==> src/rtl/framebuf_uart_tx_if.sv <==
// framebuf_uart_tx_if: start/BRAM/UART signal bundle for the frame buffer dumper
interface framebuf_uart_tx_if #(
  parameter int ADDR_WIDTH = 4
);
  logic start;
  logic [7:0] mem_dout;
  logic mem_en;
  logic [ADDR_WIDTH-1:0] mem_addr;
  logic txd;
  logic busy;
  logic done;
  modport master (
    input start, mem_dout,
    output mem_en, mem_addr, txd, busy, done
  );
  modport slave (
    output start, mem_dout,
    input mem_en, mem_addr, txd, busy, done
  );
endinterface

==> src/rtl/framebuf_uart_tx.sv <==
// framebuf_uart_tx: reads the frame buffer BRAM words 0..DEPTH-1 and sends each as an 8N1 UART frame
module framebuf_uart_tx #(
  parameter int ADDR_WIDTH = 4,
  parameter int DEPTH = 16,
  parameter int CLKS_PER_BIT = 208,
  parameter int RD_LAT = 1
) (
  input logic clk,
  input logic reset,
  framebuf_uart_tx_if.master bus
);
  localparam int BW = $clog2(CLKS_PER_BIT);
  localparam logic [BW-1:0] BAUD_LAST = BW'(CLKS_PER_BIT - 1);
  localparam logic [ADDR_WIDTH-1:0] ADDR_LAST = ADDR_WIDTH'(DEPTH - 1);
  localparam logic [1:0] LAT_LAST = 2'(RD_LAT - 1);
  typedef enum logic [2:0] {IDLE, FETCH, START, DATA, STOP} state_t;
  state_t state, state_n;
  logic [BW-1:0] baud, baud_n;
  logic [1:0] lat, lat_n;
  logic [2:0] idx, idx_n;
  logic [7:0] sh, sh_n;
  logic txd, txd_n;
  logic busy, busy_n;
  logic done, done_n;
  logic en, en_n;
  logic [ADDR_WIDTH-1:0] addr, addr_n;
  logic tick;
  logic last;
  assign tick = baud == BAUD_LAST;
  assign last = addr == ADDR_LAST;
  assign bus.txd = txd;
  assign bus.busy = busy;
  assign bus.done = done;
  assign bus.mem_en = en;
  assign bus.mem_addr = addr;
  always_ff @(posedge clk) begin
    if (reset) begin
      state <= IDLE;
      baud <= '0;
      lat <= '0;
      idx <= '0;
      sh <= '0;
      txd <= 1'b1;
      busy <= 1'b0;
      done <= 1'b0;
      en <= 1'b0;
      addr <= '0;
    end else begin
      state <= state_n;
      baud <= baud_n;
      lat <= lat_n;
      idx <= idx_n;
      sh <= sh_n;
      txd <= txd_n;
      busy <= busy_n;
      done <= done_n;
      en <= en_n;
      addr <= addr_n;
    end
  end
  always_comb begin
    state_n = state;
    baud_n = '0;
    lat_n = lat;
    idx_n = idx;
    sh_n = sh;
    txd_n = txd;
    busy_n = busy;
    done_n = 1'b0;
    en_n = en;
    addr_n = addr;
    case (state)
      IDLE: begin
        txd_n = 1'b1;
        addr_n = '0;
        if (bus.start) begin
          state_n = FETCH;
          busy_n = 1'b1;
          en_n = 1'b1;
          lat_n = '0;
        end
      end
      FETCH: begin
        lat_n = lat + 2'd1;
        if (lat == LAT_LAST) begin
          lat_n = '0;
          sh_n = bus.mem_dout;
          txd_n = 1'b0;
          en_n = 1'b0;
          state_n = START;
        end
      end
      START: begin
        baud_n = tick ? '0 : baud + 1'b1;
        if (tick) begin
          state_n = DATA;
          idx_n = '0;
          txd_n = sh[0];
        end
      end
      DATA: begin
        baud_n = tick ? '0 : baud + 1'b1;
        if (tick) begin
          sh_n = sh >> 1;
          idx_n = idx + 3'd1;
          txd_n = idx == 3'd7 ? 1'b1 : sh[1];
          state_n = idx == 3'd7 ? STOP : DATA;
        end
      end
      STOP: begin
        baud_n = tick ? '0 : baud + 1'b1;
        if (tick) begin
          state_n = last ? IDLE : FETCH;
          busy_n = !last;
          done_n = last;
          en_n = !last;
          lat_n = '0;
          addr_n = last ? '0 : addr + 1'b1;
        end
      end
      default: state_n = IDLE;
    endcase
  end
endmodule

==> src/flat_wrapper.sv <==
// flat-port wrapper written by rule: the top's interface ports become plain ports
module framebuf_uart_tx_flat 
#(
  parameter int ADDR_WIDTH = 4,
  parameter int DEPTH = 16,
  parameter int CLKS_PER_BIT = 208,
  parameter int RD_LAT = 1
)
  (clk, reset, bus_start, bus_mem_dout, bus_mem_en, bus_mem_addr, bus_txd, bus_busy, bus_done);
  framebuf_uart_tx_if #(.ADDR_WIDTH(ADDR_WIDTH)) bus_i ();
  input logic clk;
  input logic reset;
  input wire logic [$bits(bus_i.start)-1:0] bus_start;
  input wire logic [$bits(bus_i.mem_dout)-1:0] bus_mem_dout;
  output wire logic [$bits(bus_i.mem_en)-1:0] bus_mem_en;
  output wire logic [$bits(bus_i.mem_addr)-1:0] bus_mem_addr;
  output wire logic [$bits(bus_i.txd)-1:0] bus_txd;
  output wire logic [$bits(bus_i.busy)-1:0] bus_busy;
  output wire logic [$bits(bus_i.done)-1:0] bus_done;
  assign bus_i.start = bus_start;
  assign bus_i.mem_dout = bus_mem_dout;
  assign bus_mem_en = bus_i.mem_en;
  assign bus_mem_addr = bus_i.mem_addr;
  assign bus_txd = bus_i.txd;
  assign bus_busy = bus_i.busy;
  assign bus_done = bus_i.done;
  framebuf_uart_tx #(.ADDR_WIDTH(ADDR_WIDTH), .DEPTH(DEPTH), .CLKS_PER_BIT(CLKS_PER_BIT), .RD_LAT(RD_LAT)) u_core (.clk(clk), .reset(reset), .bus(bus_i));
endmodule
==> config.mk <==
export PLATFORM = sky130hd
export DESIGN_NAME = framebuf_uart_tx_flat
export DESIGN_NICKNAME = d
export VERILOG_FILES = /design/src/rtl/framebuf_uart_tx_if.sv /design/src/rtl/framebuf_uart_tx.sv /design/src/flat_wrapper.sv
export SDC_FILE = /design/constraint.sdc
export NUM_CORES = 1
export LEC_CHECK = 0
export ABC_CLOCK_PERIOD_IN_PS = 1840
export BUFFER_PORTS_ARGS = -buffer_cell sky130_fd_sc_hd__buf_2
export CAP_MARGIN = 5
export CELL_PAD_IN_SITES_DETAIL_PLACEMENT = 1
export CELL_PAD_IN_SITES_GLOBAL_PLACEMENT = 2
export CORE_MARGIN = 2
export CORE_UTILIZATION = 35
export DETAILED_ROUTE_END_ITERATION = 7
export PLACE_DENSITY_LB_ADDON = 0.2
export SYNTH_ARGS = -nofsm -noshare
export SYNTH_HDL_FRONTEND = slang
export SYNTH_SLANG_ARGS = --single-unit
==> constraint.sdc <==
create_clock -name clk -period 1.84 [get_ports clk]
set_input_delay 0.184 -clock clk [delete_from_list [all_inputs] [get_ports clk]]
set_output_delay 0.184 -clock clk [all_outputs]
set_load 0.02 [all_outputs]
After elaboration in Yosys (flattened, before gate mapping)
Cells that the tools add are included.
Operators by class
  eq/ne operators: 12
  reduce and logical (&&, ||, !) cells: 19
  bitwise operators: 3
  mux-type cells: 30
  $add $sub $neg: 4
Operator list (number)
  $mux W3: 8
  $mux W8: 2
  $pmux W8 S2: 1
  $pmux W3 S5: 1
  $reduce_and A3 Y1: 4
  $reduce_or A3 Y1: 3
  $add A8 B1 Y8 const B: 1
  $eq A8 B8 Y1 const B: 1
  $mux W4: 2
  $ne A2 B1 Y1 const B: 4
  $pmux W4 S2: 1
  $reduce_and A4 Y1: 2
  $mux W1: 7
  $eq A3 B2 Y1 const B: 2
  $eq A3 B3 Y1 const B: 2
  $mux W2: 3
  $pmux W2 S3: 1
  $pmux W3 S2: 1
  $reduce_bool A2 Y1: 3
  $reduce_and A5 Y1: 1
  $add A4 B1 Y4 const B: 1
  $eq A4 B4 Y1 const B: 1
  $pmux W1 S4: 1
  $reduce_bool A4 Y1: 1
  12 further kinds: 14
Word-level totals
  word-level logic and storage cells: 78
  input port bits: 11
  output and inout port bits: 8
  flip-flop bits (word level): 32

Longest topological paths before layout
  depth after elaboration: 4
  depth in mapped cells: 7
  mapped depth without buffers: 6

Least setup slack after synthesis
Ideal clock, no wire load.
  path type: register -> register
  from: register u_core.baud[0]
  to: register u_core.lat[0]
  stages on the path, launching flop included: 6
  data arrival time: 1.425 ns
  setup slack: 0.287 ns
  path buffers: 0
  path through: dfxtp_1 > ha_1 > nand3_1 > o32a_4 > a22oi_1 > nor2_1
Between the ends
  cells in the longest elaborated chain, start to end: 3
RTL lines
  from (decl): line framebuf_uart_tx.sv:18  | logic [BW-1:0] baud, baud_n;
  from (signal assigned): line framebuf_uart_tx.sv:50  | baud <= baud_n;
  $eq A8 B8 Y1: line framebuf_uart_tx.sv:29  | assign tick = baud == BAUD_LAST;
  $ne A2 B1 Y1 (no source line)
  $reduce_and A3 Y1 (no source line)
  to (signal assigned): line framebuf_uart_tx.sv:51  | lat <= lat_n;
  to (decl): line framebuf_uart_tx.sv:19  | logic [1:0] lat, lat_n;
Every way passes these cells.
A chain may end at the register's enable or synchronous reset.

Worst setup path in the final report
  from: register u_core.state[0]
  to: register u_core.sh[1]
Between the ends
  cells in the longest elaborated chain, start to end: 3
  elaborated cells between the ends (all ways): 7
  classes of those cells: eq/ne (4); mux (1); reduce/logical (2)
RTL lines
  from (decl): line framebuf_uart_tx.sv:17  | state_t state, state_n;
  from (signal assigned): line framebuf_uart_tx.sv:49  | state <= state_n;
  $eq A3 B2 Y1 or $eq A3 B1 Y1 (tied branches): line framebuf_uart_tx.sv:72  | case (state)
  $ne A2 B1 Y1 (no source line) or $reduce_bool A2 Y1 (tied branches)
  $reduce_and A3 Y1 (no source line)
  to (signal assigned): line framebuf_uart_tx.sv:53  | sh <= sh_n;
  to (decl): line framebuf_uart_tx.sv:21  | logic [7:0] sh, sh_n;
Several ways; a longest one is shown, not always the timed one.

==> reports/results.env <==
PORT_BUFFERS=18
DETAIL_ROUTE.FIRST_PASS.ITERATIONS=4
PERIOD_NEEDED_PS=1690
TRACK_USAGE_PCT=15.9
DESIGN.PORTCOUNT=19
CAP_VIOLATIONS=0
ROUTABILITY_CONG=0.734
WORSTPATHCELLLIST='or2b_2, nor2_4, a21oi_1, a311oi_1'
RR_STARTPOINT='u_core.state[0]'
GRT_ANTENNA_BEFORE_REPAIR=0
LEAKAGEPOWER_nW=0.741
WORST-SLEW-PIN-TRANSITION_PS=521
HPWLAFTERDP_MM=3.05
POST-SYNTH-TOP-AREA-FRACTION_PCT=38.0
DIE_AREA_MM2=0.00539
CP_MAX_FO=14
AREA.GROWTH.SYNTH_TO_FINAL_PCT=14.2
SYNTH.NET_COUNT=202
FIN_WORST_HOLD_SLACK_PS=174
TIMING.FINAL.CRIT_SHARE_PCT=91.7
SYNTH.FF_LATCH_COUNT=32
FF2FF_SETUP_SLACK_PS=150
WORST_HOLD_PATH_TYPE='primary input to flip-flop'
POST_DRT_VIA_CELL_RATIO=5.62
CLK_LATENCY_WORST_SKEW_PAIR_PS=280
FIN_WORST_SKEW_PS=7.89
WORST_SETUP_PATH_END_KIND='flip-flop'
SYN_AVG_CELL_AREA_UM2=9.12
POST_SYNTH_INSTANCE_AREA_MM2=0.00169
LAYOUT_COMMONEST_CELL='dfxtp_1'
IR_DROP_WORST_CASE_VDD_uV=303
TIMING.FINAL.MAX_SLEW_VIOLATIONS=0
ROW_COUNT=25
GRT_SETUP_UNREPAIRED='false'
POST_SYNTH_MAIN_AREA_CONTRIBUTORS='dfxtp_1 (38%), a21oi_1 (6.5%), a311oi_1 (4.7%), ha_1 (4.4%), mux2i_1 (4.2%)'
GLOBAL_ROUTE_WIRE_LENGTH_BEFORE_REPAIR_MM=6.75
YS_TYPES=47
FF2FF_PATH_DEPTH=4
CRIT_TYPE='flip-flop to flip-flop'
YOSYS_WARNINGS=0
P_PER_AREA_mW_PER_MM2=854
CRITICAL_PATH.REG2REG.ENDPOINT='u_core.sh[1]'
POST_LAYOUT_NETS=221
SYNTH_TOP_CELL_BY_AREA='dfxtp_1'
FINALSETUPVIOLATIONS=0
CTS_NUM_SINKS=32
DIE_HEIGHT_UM=73.4
DIE_X_UM=73.4
TOTALWIRELENGTH_MM=4.16
SYNTH_SEQ_AREA_SHARE_PCT=38.0
CLOCKROOTBUFFER='clkbuf_8'
NUMBER_OF_SYNTHESIZED_FLOPS_WITH_AN_ENABLE_PIN=0
FP.COREAREA_MM2=0.00469
DRC=0
CTS_TREE='built'
FIN_SETUP_TNS_PS=0
SYNTH-ASYNC-RESET-RATIO_PCT=0
INSERTEDDIODECOUNT=0
CP_DATA_ARRIVAL_TIME_PS=1870
ROUTEDWLPERCELL_UM=16.1
GRT_PASS1_VIAS=1452
POSTSYNTH.TOPFLOPCELL='dfxtp_1'
CLOCKBUFFERDEPTH=2
CTS-HOLD-FIX-BUFFERS=0
FIRST_ITER_VIOLATIONS=62
ROUTED-VIA-COUNT=1449
SETUP.WORST_PATH.END='u_core.sh[1]'
LAYOUT-DRIVE-GT1-SHARE_PCT=22.5
GRT_START_MAX_NET_PINS=28
CRITICAL_PATH_REQUIRED_PS=2020
MAX_FREQ_MHz=593
HTREEDEPTH=2
STATUS='complete, no violations'
LAYOUT_COMMON_CELLS='dfxtp_1 (32), a21oi_1 (22), nor2_1 (18), buf_2 (18), nand2_1 (10)'
GRT-OVFL-TOTAL=0
ANTENNA_LEFT=0
PATH_CLK_SLEW_PS=70
SLEW-LIMIT-HEADROOM_PCT=65.3
START_UTIL_PCT=36.0
CRITICAL_PATH_SOURCE_TYPE='flip-flop'
CTS_INSERTED_BUFFERS=5
HOLD_VIOLATIONS=0
CRITPATHSLOWESTCELL='dfxtp_1'
POST_SYNTH_INST_COUNT=185
SLOWEST_DELAY_PS=500
WORST_SETUP_PATH_STARTPOINT='u_core.state[0]'
## worst min-delay path by stage
stage	from	to	slack [ps]	depth (start not counted)
6_report	bus_mem_dout[7]	u_core.sh[7]	170	3
5_1_grt	bus_mem_dout[7]	u_core.sh[7]	210	3
4_1_cts	bus_mem_dout[7]	u_core.sh[7]	170	3
3_5_place_dp	u_core.idx[1]	u_core.idx[1]	470	2
3_3_place_gp	u_core.baud[0]	u_core.baud[0]	430	1
2_1_floorplan	bus_mem_dout[7]	u_core.sh[7]	340	2
## registers in the layout, summed over array words and instances (netlist names)
| register | flops |
|---|---|
| u_core.bus.txd | 1 |
| u_core.bus.done | 1 |
| u_core.baud | 8 |
| u_core.lat | 2 |
| u_core.bus.mem_en | 1 |
| u_core.bus.busy | 1 |
| u_core.sh | 8 |
| u_core.state | 3 |
| u_core.bus.mem_addr | 4 |
| u_core.idx | 3 |
## metrics by stage
stage | cells | worst slack (ps) | instance area (µm²) | util, % | power, W
2_1_floorplan | 185 | 287 | 1690 | - | 0.00100
3_3_place_gp | 250 | 186 | 1800 | 38.4 | 0.00105
3_5_place_dp | 250 | 33.7 | 1800 | 38.4 | 0.00106
4_1_cts | 257 | 16.8 | 1900 | 40.4 | 0.00165
5_1_grt | 258 | 41.1 | 1930 | 41.1 | 0.00174
6_report | 258 | 153 | 1930 | 41.1 | 0.00165
## what timing repair did
| action | in CTS | in global routing |
|---|---|---|
| pin swaps | 1 | 1 |
| buffers inserted | 0 | 1 |
| gates resized for setup | 0 | 2 |
| endpoints found under the setup margin | 1 | 16 |
## cell usage after synthesis (2+ instances only)
master,n
a21oi_1,22
a221oi_1,2
a22oi_1,2
a311oi_1,9
buf_2,3
buf_6,4
clkbuf_1,4
dfxtp_1,32
ha_1,6
inv_1,7
mux2i_1,7
nand2_1,10
nand3_1,7
nand3b_1,2
nand4_1,4
nor2_1,18
nor3_1,3
nor3b_1,2
o21ai_0,5
o22ai_1,2
o31ai_1,3
or2_2,2
xnor2_1,4
xor2_1,2
## report_power, final
part / switching [W] / internal [W] / leakage (nW) / total, W
clock: 0.000250 / 0.000333 / 0.0503 / 0.000582
sequential: 0.0000390 / 0.000736 / 0.261 / 0.000775
combinational: 0.000163 / 0.000125 / 0.430 / 0.000288
## worst max-delay path: cells and delay by family (launching register included)
kind,cells,cell delay [ps]
flops,1,500
simple gates,2,680
compound gates,2,410
## cell families after synthesis
| logic type | Yosys count | share of synthesized area, % |
|---|---|---|
| xor+xnor | 6 | 3.11 |
| compound gates | 52 | 21.3 |
| buf+inv | 18 | 6.00 |
| mux | 8 | 4.82 |
| flops | 32 | 38.0 |
| fa+ha+maj | 6 | 4.45 |
| simple gates | 63 | 22.4 |
## per-layer routing
metal,up-vias,wire length (µm),GRT usage (%)
met4,0,46,5.25
met2,24,1960,25.6
met1,705,2030,20.7
met5,-,0,0
met3,6,120,4.25
li1,714,-,-
## cell type report
class	count	area (µm²)
fillers	561	2760
multi-input cells	135	957
flip-flops and latches	32	641
repair buffers	23	140
clock buffers	7	96.3
well taps	54	67.6
inverters	7	26.3
(Power assumes the default switching activity.)
